[config.mk]
export PLATFORM = sky130hd
export DESIGN_NAME = freq_meter
export DESIGN_NICKNAME = d
export VERILOG_FILES = /design/src/rtl/freq_meter.sv
export SDC_FILE = /design/constraint.sdc
export NUM_CORES = 1
export LEC_CHECK = 0
export BUFFER_PORTS_ARGS = -buffer_cell sky130_fd_sc_hd__buf_2
export CORE_UTILIZATION = 45
export CTS_BUF_LIST = sky130_fd_sc_hd__clkbuf_16
export DETAILED_ROUTE_END_ITERATION = 7
export GPL_TIMING_DRIVEN = 0
export PLACE_DENSITY = 0.57
export SETUP_SLACK_MARGIN = 0.05
export SYNTH_ARGS = -nofsm -noshare
export SYNTH_HDL_FRONTEND = slang
export SYNTH_SLANG_ARGS = --single-unit
[constraint.sdc]
create_clock -name clk -period 15.5 [get_ports clk]
set_input_delay 3.1 -clock clk [delete_from_list [all_inputs] [get_ports clk]]
set_output_delay 3.1 -clock clk [all_outputs]
set_load 0.1 [all_outputs]
[src/rtl/freq_meter.sv]
// rtl/freq_meter.sv - reciprocal frequency counter reporting deci-hertz in binary and BCD
//
// Purpose:
//   Counts clk cycles spanning PERIODS rising edges of sig_in, then computes
//   f_dHz = floor(CLK_HZ*10*PERIODS / cyc) with a restoring divider
//   (one quotient bit per cycle, 40 cycles), clamps it to 99_999_999 and
//   converts it to 8 packed BCD digits by double dabble (32 cycles).
//   With no rising edge for TIMEOUT_CYC cycles a no-signal result is reported.
//
// Optional feature:
//   FREQ_METER_DEGLITCH_EN - adds a 4-sample stability filter after the
//   synchronizer; pulses or gaps shorter than 4 cycles are ignored.
//
// Ports:
//   clk       in   system clock
//   rst       in   asynchronous active-high reset
//   sig_in    in   measured signal, asynchronous to clk
//   f_dHz     out  [31:0] last result in deci-Hz, binary
//   digits    out  [31:0] last result as 8 BCD digits, [3:0] = tenths of Hz
//   valid     out  one-cycle pulse when f_dHz/digits update
//   no_signal out  last result came from a timeout
//   busy      out  high while dividing or converting
module freq_meter #(
  parameter int unsigned CLK_HZ      = 100_000_000,
  parameter int unsigned PERIODS     = 16,
  parameter int unsigned TIMEOUT_CYC = 200_000_000
) (
  input  logic        clk,
  input  logic        rst,
  input  logic        sig_in,
  output logic [31:0] f_dHz,
  output logic [31:0] digits,
  output logic        valid,
  output logic        no_signal,
  output logic        busy
);

  typedef enum logic [2:0] {
    S_IDLE, S_COUNT, S_DIVIDE, S_CONVERT, S_DONE, S_TOUT
  } state_t;

  localparam logic [39:0] NUM       = 40'(CLK_HZ) * 40'd10 * 40'(PERIODS);
  localparam logic [39:0] Q_MAX     = 40'd99_999_999;
  localparam logic [7:0]  LAST_EDGE = 8'(PERIODS - 1);

  state_t      state_q, state_d;
  logic        sync1_q, sync2_q, hist_q;
  logic        level, edge_det, timeout;
  logic [31:0] to_cnt_q, cyc_cnt_q, cyc_q;
  logic [7:0]  edge_cnt_q;
  logic [39:0] num_q;
  logic [31:0] rem_q;
  logic [5:0]  step_q;
  logic [31:0] q_q, bin_q, bcd_q, bcd_adj;
  logic [31:0] f_q, digits_q;
  logic        valid_q, no_signal_q;

  logic [32:0] div_trial, div_diff;
  logic        div_bit;
  logic [31:0] rem_next;
  logic [39:0] num_next;
  logic [31:0] q_clamped;

`ifdef FREQ_METER_DEGLITCH_EN
  // The filtered level follows the synchronized input only after it has
  // disagreed for 4 consecutive samples.
  logic       flt_q;
  logic [1:0] flt_cnt_q;

  always_ff @(posedge clk or posedge rst) begin
    if (rst) begin
      flt_q     <= 1'b0;
      flt_cnt_q <= 2'd0;
    end else if (sync2_q == flt_q) begin
      flt_cnt_q <= 2'd0;
    end else if (flt_cnt_q == 2'd3) begin
      flt_q     <= sync2_q;
      flt_cnt_q <= 2'd0;
    end else begin
      flt_cnt_q <= flt_cnt_q + 2'd1;
    end
  end

  assign level = flt_q;
`else
  assign level = sync2_q;
`endif

  assign edge_det = level & ~hist_q;
  assign timeout  = (to_cnt_q >= TIMEOUT_CYC);

  // Restoring division step: numerator bits shift out of num_q's MSB into
  // the remainder while quotient bits shift into its LSB, so after 40 steps
  // num_q holds the quotient.
  assign div_trial = {rem_q, num_q[39]};
  assign div_diff  = div_trial - {1'b0, cyc_q};
  assign div_bit   = ~div_diff[32];
  assign rem_next  = div_bit ? div_diff[31:0] : div_trial[31:0];
  assign num_next  = {num_q[38:0], div_bit};
  assign q_clamped = (num_next > Q_MAX) ? Q_MAX[31:0] : num_next[31:0];

  // Double dabble: add 3 to every digit >= 5 before each shift.
  always_comb begin
    bcd_adj = bcd_q;
    for (int i = 0; i < 8; i++) begin
      if (bcd_q[4*i +: 4] >= 4'd5) bcd_adj[4*i +: 4] = bcd_q[4*i +: 4] + 4'd3;
    end
  end

  always_comb begin
    state_d = state_q;
    unique case (state_q)
      S_IDLE: begin
        if (timeout)       state_d = S_TOUT;
        else if (edge_det) state_d = S_COUNT;
      end
      S_COUNT: begin
        if (timeout)                                  state_d = S_TOUT;
        else if (edge_det && edge_cnt_q == LAST_EDGE) state_d = S_DIVIDE;
      end
      S_DIVIDE:  if (step_q == 6'd39) state_d = S_CONVERT;
      S_CONVERT: if (step_q == 6'd31) state_d = S_DONE;
      S_DONE:    state_d = S_IDLE;
      S_TOUT:    state_d = S_IDLE;
      default:   state_d = S_IDLE;
    endcase
  end

  always_ff @(posedge clk or posedge rst) begin
    if (rst) begin
      state_q     <= S_IDLE;
      sync1_q     <= 1'b0;
      sync2_q     <= 1'b0;
      hist_q      <= 1'b0;
      to_cnt_q    <= '0;
      cyc_cnt_q   <= '0;
      edge_cnt_q  <= '0;
      cyc_q       <= '0;
      num_q       <= '0;
      rem_q       <= '0;
      step_q      <= '0;
      q_q         <= '0;
      bin_q       <= '0;
      bcd_q       <= '0;
      f_q         <= '0;
      digits_q    <= '0;
      valid_q     <= 1'b0;
      no_signal_q <= 1'b1;
    end else begin
      state_q <= state_d;
      sync1_q <= sig_in;
      sync2_q <= sync1_q;
      hist_q  <= level;
      valid_q <= 1'b0;

      // Entering IDLE restarts the no-signal window so back-to-back
      // timeouts are spaced by the full window.
      if (edge_det || (state_d == S_IDLE && state_q != S_IDLE)) begin
        to_cnt_q <= '0;
      end else if ((state_q == S_IDLE || state_q == S_COUNT) && to_cnt_q != 32'hFFFF_FFFF) begin
        to_cnt_q <= to_cnt_q + 32'd1;
      end

      unique case (state_q)
        S_IDLE: begin
          if (edge_det) begin
            cyc_cnt_q  <= '0;
            edge_cnt_q <= '0;
          end
        end
        S_COUNT: begin
          cyc_cnt_q <= cyc_cnt_q + 32'd1;
          if (edge_det) edge_cnt_q <= edge_cnt_q + 8'd1;
          if (state_d == S_DIVIDE) begin
            // +1 includes the cycle of the closing edge itself.
            cyc_q  <= cyc_cnt_q + 32'd1;
            num_q  <= NUM;
            rem_q  <= '0;
            step_q <= '0;
          end
        end
        S_DIVIDE: begin
          num_q  <= num_next;
          rem_q  <= rem_next;
          step_q <= step_q + 6'd1;
          if (step_q == 6'd39) begin
            q_q    <= q_clamped;
            bin_q  <= q_clamped;
            bcd_q  <= '0;
            step_q <= '0;
          end
        end
        S_CONVERT: begin
          bcd_q  <= {bcd_adj[30:0], bin_q[31]};
          bin_q  <= {bin_q[30:0], 1'b0};
          step_q <= step_q + 6'd1;
        end
        S_DONE: begin
          f_q         <= q_q;
          digits_q    <= bcd_q;
          no_signal_q <= 1'b0;
          valid_q     <= 1'b1;
        end
        S_TOUT: begin
          f_q         <= '0;
          digits_q    <= '0;
          no_signal_q <= 1'b1;
          valid_q     <= 1'b1;
        end
        default: ;
      endcase
    end
  end

  assign f_dHz     = f_q;
  assign digits    = digits_q;
  assign valid     = valid_q;
  assign no_signal = no_signal_q;
  assign busy      = (state_q == S_DIVIDE) || (state_q == S_CONVERT);

endmodule

==> metrics.csv, run 1 <==
metric,value,unit
most frequent cells in the layout,"dfrtp_1 (349), nand2_1 (314), o21ai_0 (206)",
Final GP Congestion,0.869,
WL per Instance,16.4,um
CTS Root Cell,clkbuf_16,
Worst Hold Path Cells,0,
Post-Syn Instances,1904,
# rows,71,
Leakage,9.68,nW
max-cap violations,0,
Post-Syn Nets,1961,
vias,13655,
area grow syn2layout,12.8,%
Setup WS pre-CTS,10.50,ns
Setup Buffers After CTS,0,
number of antenna violations at the first check in global routing,0,
worst skew pair latency,0.56,ns
clk sink count,350,
critical path class,flop to output port,
Max Slew Vio Count,0,
crit path time final,4.99,ns
critical path peak fanout,6,
status,completed,
worst min-delay path class,flop to flop,
H-Tree Depth,2,
Netlist cell types,65,
starting density of the core,46.1,%
Core Area,37900,um2
synth warn,0,
GR Overflow Total,0,
peak supply drop,0.0000901,V
final hold vios,0,
"EDFF count, synth",0,
ys flop type,dfrtp_1,
# DRC,0,
WHS,0.353,ns
worst endpoint data arrival time,1.89,ns
clk_skew,0.0190,ns
startpoint types,flop,
first-pass GRT wire length,69400,um
Slew @ Worst Pin,0.750,ns
"flops & latches, synth",350,
largest net degree at the start of global routing,124,
worst stage delay on the critical path,0.48,ns
"antenna viol nets, final",0,
io pins,70,
Final Setup Violations,0,
share of the synthesized area in the top cell type,49.9,%
CP max-delay cell,buf_2,
chip width,199,um
synthesized area per cell,9.19,um2
Power Density,143,nW/um2
WP data required,12.40,ns
via count of the first global-routing pass,13297,
Yosys top cell by area,dfrtp_1,
Vias/cell,5.34,
port bufs,69,
Initial DRC Count,698,
Fmax achieved,0.201,GHz
CTS tree,built,
cell count of the worst reg-to-reg path,12,
total CTS buffers,40,
"Async S/R FF share, synth",100,%
Clock transition at path regs,0.06,ns
slew margin rel.,50.0,%
fraction of the yosys area taken by sequential cells,50.1,%
Tot GR Track Use,22.0,%
placed inst area,18600,um2
final setup margin,10.51,ns
Synth area leaders,"dfrtp_1 (50%), nand2_1 (6.7%), o21ai_0 (5.9%)",
final WL,42000,um
layout cells sized above 1,7.14,%
DIE AREA,39700,um2
"Cell Chain, Critical Path","nand2b_1, inv_1, buf_2",
nets,2075,
Resized Gates After CTS,0,
DRT Pass-1 Iters,5,
post-route cell area,19700,um2
Die H,199,um
Post-CTS Hold Buffers,0,
endpoint class of the critical path,output port,
DP HPWL,29800,um
unrepaired setup endpoints after global routing,false,
mapped cell area,17500,um2
slack of the worst reg-to-reg path,11.68,ns
"most common cell after layout, fill and taps aside",dfrtp_1,
worst-case clock buffer depth,3,
# diodes,0,
final worst-path cycle share,32.2,%
[layer usage]
metal | global-route usage [%] | wire [um] | part of all wire [%] | vias to the layer above
met4 | 7.38 | 1010 | 2.4 | 0
met2 | 36.7 | 19800 | 47 | 208
met5 | 0 | 0 | 0 | -
li1 | - | - | - | 6777
met1 | 29.6 | 19800 | 47 | 6613
met3 | 2.68 | 1320 | 3.1 | 57
[final timing paths]
kind	startpoint	end
max	state_q[2]	busy
min	sync1_q	level
max reg2reg	cyc_q[0]	rem_q[24]
min reg2reg	sync1_q	level
max in group asynchronous	rst	f_dHz[7]
min in group asynchronous	rst	to_cnt_q[21]
[layout make-up]
class                           instances  area [um2]
Tap cell                              511         639
Clock inverter                         28         163
Buffer                                104         404
Timing Repair Buffer                   72         428
Fill cell                            3589       18200
Inverter                               77         297
Clock buffer                           40        1000
Multi-Input combinational cell       1373        8040
Sequential cell                       350        8760
[cell families after synthesis]
group,after synthesis,synth area share [%]
simple gates,731,19.1
fa+ha+maj,54,3.90
buf+inv,181,3.96
xor+xnor,102,5.21
compound gates,455,15.9
flops,350,50.1
mux,31,1.82
[per-stage QoR]
stage | instances | TNS (ns) | total power, mW | utilization, %
2_1_floorplan | 1904 | 0 | 1.76 | -
3_3_place_gp | 2484 | -508.77 | 1.97 | 48.7
3_5_place_dp | 2487 | 0 | 1.98 | 49.0
4_1_cts | 2555 | 0 | 2.86 | 52.0
5_1_grt | 2555 | 0 | 2.99 | 52.0
6_report | 2555 | 0 | 2.83 | 52.0
[power by group]
group / total (mW) / leakage (nW) / switching (mW) / internal, mW
clock network: 0.863 / 0.605 / 0.379 / 0.484
registers: 0.988 / 4.86 / 0.0354 / 0.952
logic: 0.979 / 4.22 / 0.566 / 0.412
[Yosys cell counts (all sizes together) (6+ instances only)]
master	count
a32o	8
mux2i	28
inv	77
nand4	22
clkbuf	91
and4	9
a22oi	19
o31ai	42
nor3	12
nor2b	10
a22o	11
nor2	155
xor2	56
and2	15
a211oi	7
and3	22
a31oi	8
ha	53
xnor2	46
nand3	82
o21bai	6
buf	13
nand2b	69
nand2	314
a21o	21
a222oi	8
a21oi	89
o21ai	207
dfrtp	349
[state kept, by name, indices dropped and copies added, names as in the netlist]
register / flops
no_signal: 1
to_cnt_q: 32
state_q: 3
digits: 32
bin_q: 32
cyc_q: 32
edge_cnt_q: 8
f_dHz: 32
rem_q: 32
hist_q: 1
valid: 1
step_q: 6
sync1_q: 1
num_q: 40
bcd_q: 32
q_q: 32
level: 1
cyc_cnt_q: 32
[worst max-delay path: cells and delay by family, from the launching register on]
family	cells	cell delay, ns
buf+inv	2	0.70
flops	1	0.43
simple gates	1	0.20
Note: power is estimated with default switching activity, not from simulation.
==> run 2: changes to the inputs <==
==> constraint.sdc (replaced) <==
create_clock -name clk -period 5 [get_ports clk]
set_input_delay 1 -clock clk [delete_from_list [all_inputs] [get_ports clk]]
set_output_delay 1 -clock clk [all_outputs]
set_load 0.1 [all_outputs]
==> run 2 against run 1 <==
Net effect: routed wire length hardly changed; global-route usage up 0.054 points; clock-buffer cell count increased by 1; final cell count up 0.39%; sequential share of layout area down 0.47 points; total power grew to 3.2 times the previous value; sequential cell count unchanged; critical path type is now flop to flop; largest cell class unchanged.
==> metrics.csv, run 2 (synthesis results as in run 1) <==
metric,value,unit,change
Post-Place Cells,2494,,+0.28%
crit path time final,3.88,ns,
DP HPWL,30300,um,+1.7%
slew margin rel.,50.8,%,+0.83 points
GR Overflow Total,0,,unchanged
via count of the first global-routing pass,13328,,+0.23%
Max Slew Vio Count,0,,unchanged
Initial DRC Count,850,,+22%
total CTS buffers,40,,unchanged
worst skew pair latency,0.57,ns,about the same
Setup Buffers After CTS,0,,unchanged
post-route cell area,19900,um2,+1.1%
final cell count without fillers,2565,,+0.39%
Resized Gates After CTS,0,,unchanged
unrepaired setup endpoints after global routing,false,,
FF+latch area,8760,um2,unchanged
critical path peak fanout,10,,+4
Leakage,9.78,nW,+1.0%
clk sink count,350,,unchanged
WHS,0.330,ns,-0.0223 ns
worst stage delay on the critical path,0.48,ns,about the same
Tot GR Track Use,22.0,%,+0.054 points
Sequential Power Share,34.1,%,-0.8 points
starting density of the core,46.1,%,unchanged
Final Setup Violations,0,,unchanged
Vias/cell,5.30,,-0.78%
Fmax achieved,0.258,GHz,
Critical R2R Launch,num_q[39],,
# diodes,0,,unchanged
CTS Root Cell,clkbuf_16,,
endpoint class of the critical path,flop,,
final worst-path cycle share,77.6,%,
clk_skew,0.0151,ns,-0.00389 ns
total power,8.97,mW,+220%
placed inst area,18700,um2,+0.61%
worst min-delay path class,input pin to asynchronous set/reset pin,,
"most common cell after layout, fill and taps aside",dfrtp_1,,
peak supply drop,0.000280,V,+210%
switching share of power,34.4,%,-0.27 points
H-Tree Depth,2,,unchanged
worst endpoint data arrival time,4.36,ns,+2.47 ns
max-cap violations,0,,unchanged
"antenna viol nets, final",0,,unchanged
Slew @ Worst Pin,0.730,ns,-0.0201 ns
port bufs,69,,unchanged
slack of the worst reg-to-reg path,1.12,ns,-10.56 ns
CP bufs+invs,2,,unchanged
final WL,42000,um,about the same
most frequent cells in the layout,"dfrtp_1 (349), nand2_1 (314), o21ai_0 (206)",,
# rows,71,,unchanged
io pins,70,,unchanged
DIE AREA,39700,um2,unchanged
worst-case clock buffer depth,3,,unchanged
vias,13602,,-0.39%
first-pass GRT wire length,69500,um,+0.19%
Setup WS pre-CTS,1.20,ns,-9.30 ns
WL per Instance,16.4,um,-0.34%
Clock transition at path regs,0.06,ns,about the same
# DRC,0,,unchanged
CP max-delay cell,o211ai_1,,
final hold vios,0,,unchanged
Top reg by flops,num_q,,
WP data required,5.48,ns,-6.92 ns
nets,2082,,+0.34%
Post-CTS Hold Buffers,0,,unchanged
Clk pwr share,31.9,%,+1.4 points
internal power,5.89,mW,+220%
crit path from,num_q[39],,
critical path class,flop to flop,,
Die H,199,um,unchanged
layout cells sized above 1,7.55,%,+0.40 points
Crit path max-delay family,compound AO/OA/AOI/OAI gates,,
final setup margin,1.12,ns,-9.39 ns
Core Area,37900,um2,unchanged
status,completed,,
area grow syn2layout,14.0,%,
max FFs per register,40,,unchanged
CTS tree,built,,
DRT Pass-1 Iters,5,,unchanged
footprint of the multi-input gates,8040,um2,unchanged
Final GP Congestion,0.890,,+2.5%
largest net degree at the start of global routing,41,,-67%
chip width,199,um,unchanged
net switching power,3.08,mW,+210%
Power Density,450,nW/um2,+210%
Comb pwr share,34.0,%,-0.6 points
startpoint types,flop,,
number of antenna violations at the first check in global routing,0,,unchanged
Layout fillers,3626,,+1.0%
"Cell Chain, Critical Path","inv_1, ha_1, fa_1, nor2b_1, o31ai_1, a21oi_1, a211oi_1, o211ai_1, a31oi_4, xnor2_4, buf_2, nand2_1, o21ai_0",,
run 2: changes by cell type in the layout (fill, tap and decap cells not counted), moves of 2 or more:
cell,change
bufinv_16,+2
buf_16,-3
inv_16,+2
buf_12,+10
clkinv_1,+2
run 2: cell type report:
class                   count  share of cell area, %
plain buffers             104                   2.03
repair buffers             79                   2.74
clock inverters            30                   1.17
well taps                 511                   3.21
clock buffers              41                   5.14
inverters                  77                   1.47
flip-flops and latches    350                   43.9
multi-input cells        1373                   40.3
run 2: power by group through the flow:
stage / sequential (mW) / combinational, mW / clock, mW
2_1_floorplan: 3.08 / 2.37 / 0
3_3_place_gp: 3.11 / 3.00 / 0
3_5_place_dp: 3.11 / 3.06 / 0
4_1_cts: 3.06 / 3.07 / 2.94
5_1_grt: 3.08 / 3.36 / 3.05
6_report: 3.06 / 3.05 / 2.86
run 2: path summary, 6_finish.rpt:
check                                  to  cells past startpoint
worst max-delay path            rem_q[16]                     13
worst min-delay path              sync1_q                      2
worst max register to register  rem_q[16]                     13
worst min register to register      level                      0
max in group asynchronous        f_dHz[4]                      6
min in group clk                    level                      0
run 2: layer usage:
layer | global-route usage (%) | wire length (um) | vias to the layer above
met5 | 0 | 0 | -
met4 | 5.78 | 828 | 0
li1 | - | - | 6793
met1 | 30.0 | 19700 | 6524
met2 | 36.5 | 19900 | 224
met3 | 3.58 | 1520 | 61
run 2: worst register-to-register path, cell delays in order, from the launching register on:
cell and delay, ns:
dfrtp_1 0.35, inv_1 0.06, ha_1 0.20, fa_1 0.41, nor2b_1 0.19, o31ai_1 0.12
a21oi_1 0.29, a211oi_1 0.21, o211ai_1 0.48, a31oi_4 0.23, xnor2_4 0.39, buf_2 0.38
nand2_1 0.26, o21ai_0 0.23
run 2: per-stage QoR:
step / utilization (%) / TNS (ns)
floorplan: - / -239.27
global placement: 48.7 / -1007.98
detailed placement: 49.3 / 0
CTS: 52.6 / 0
global route: 52.6 / 0
finish: 52.6 / 0
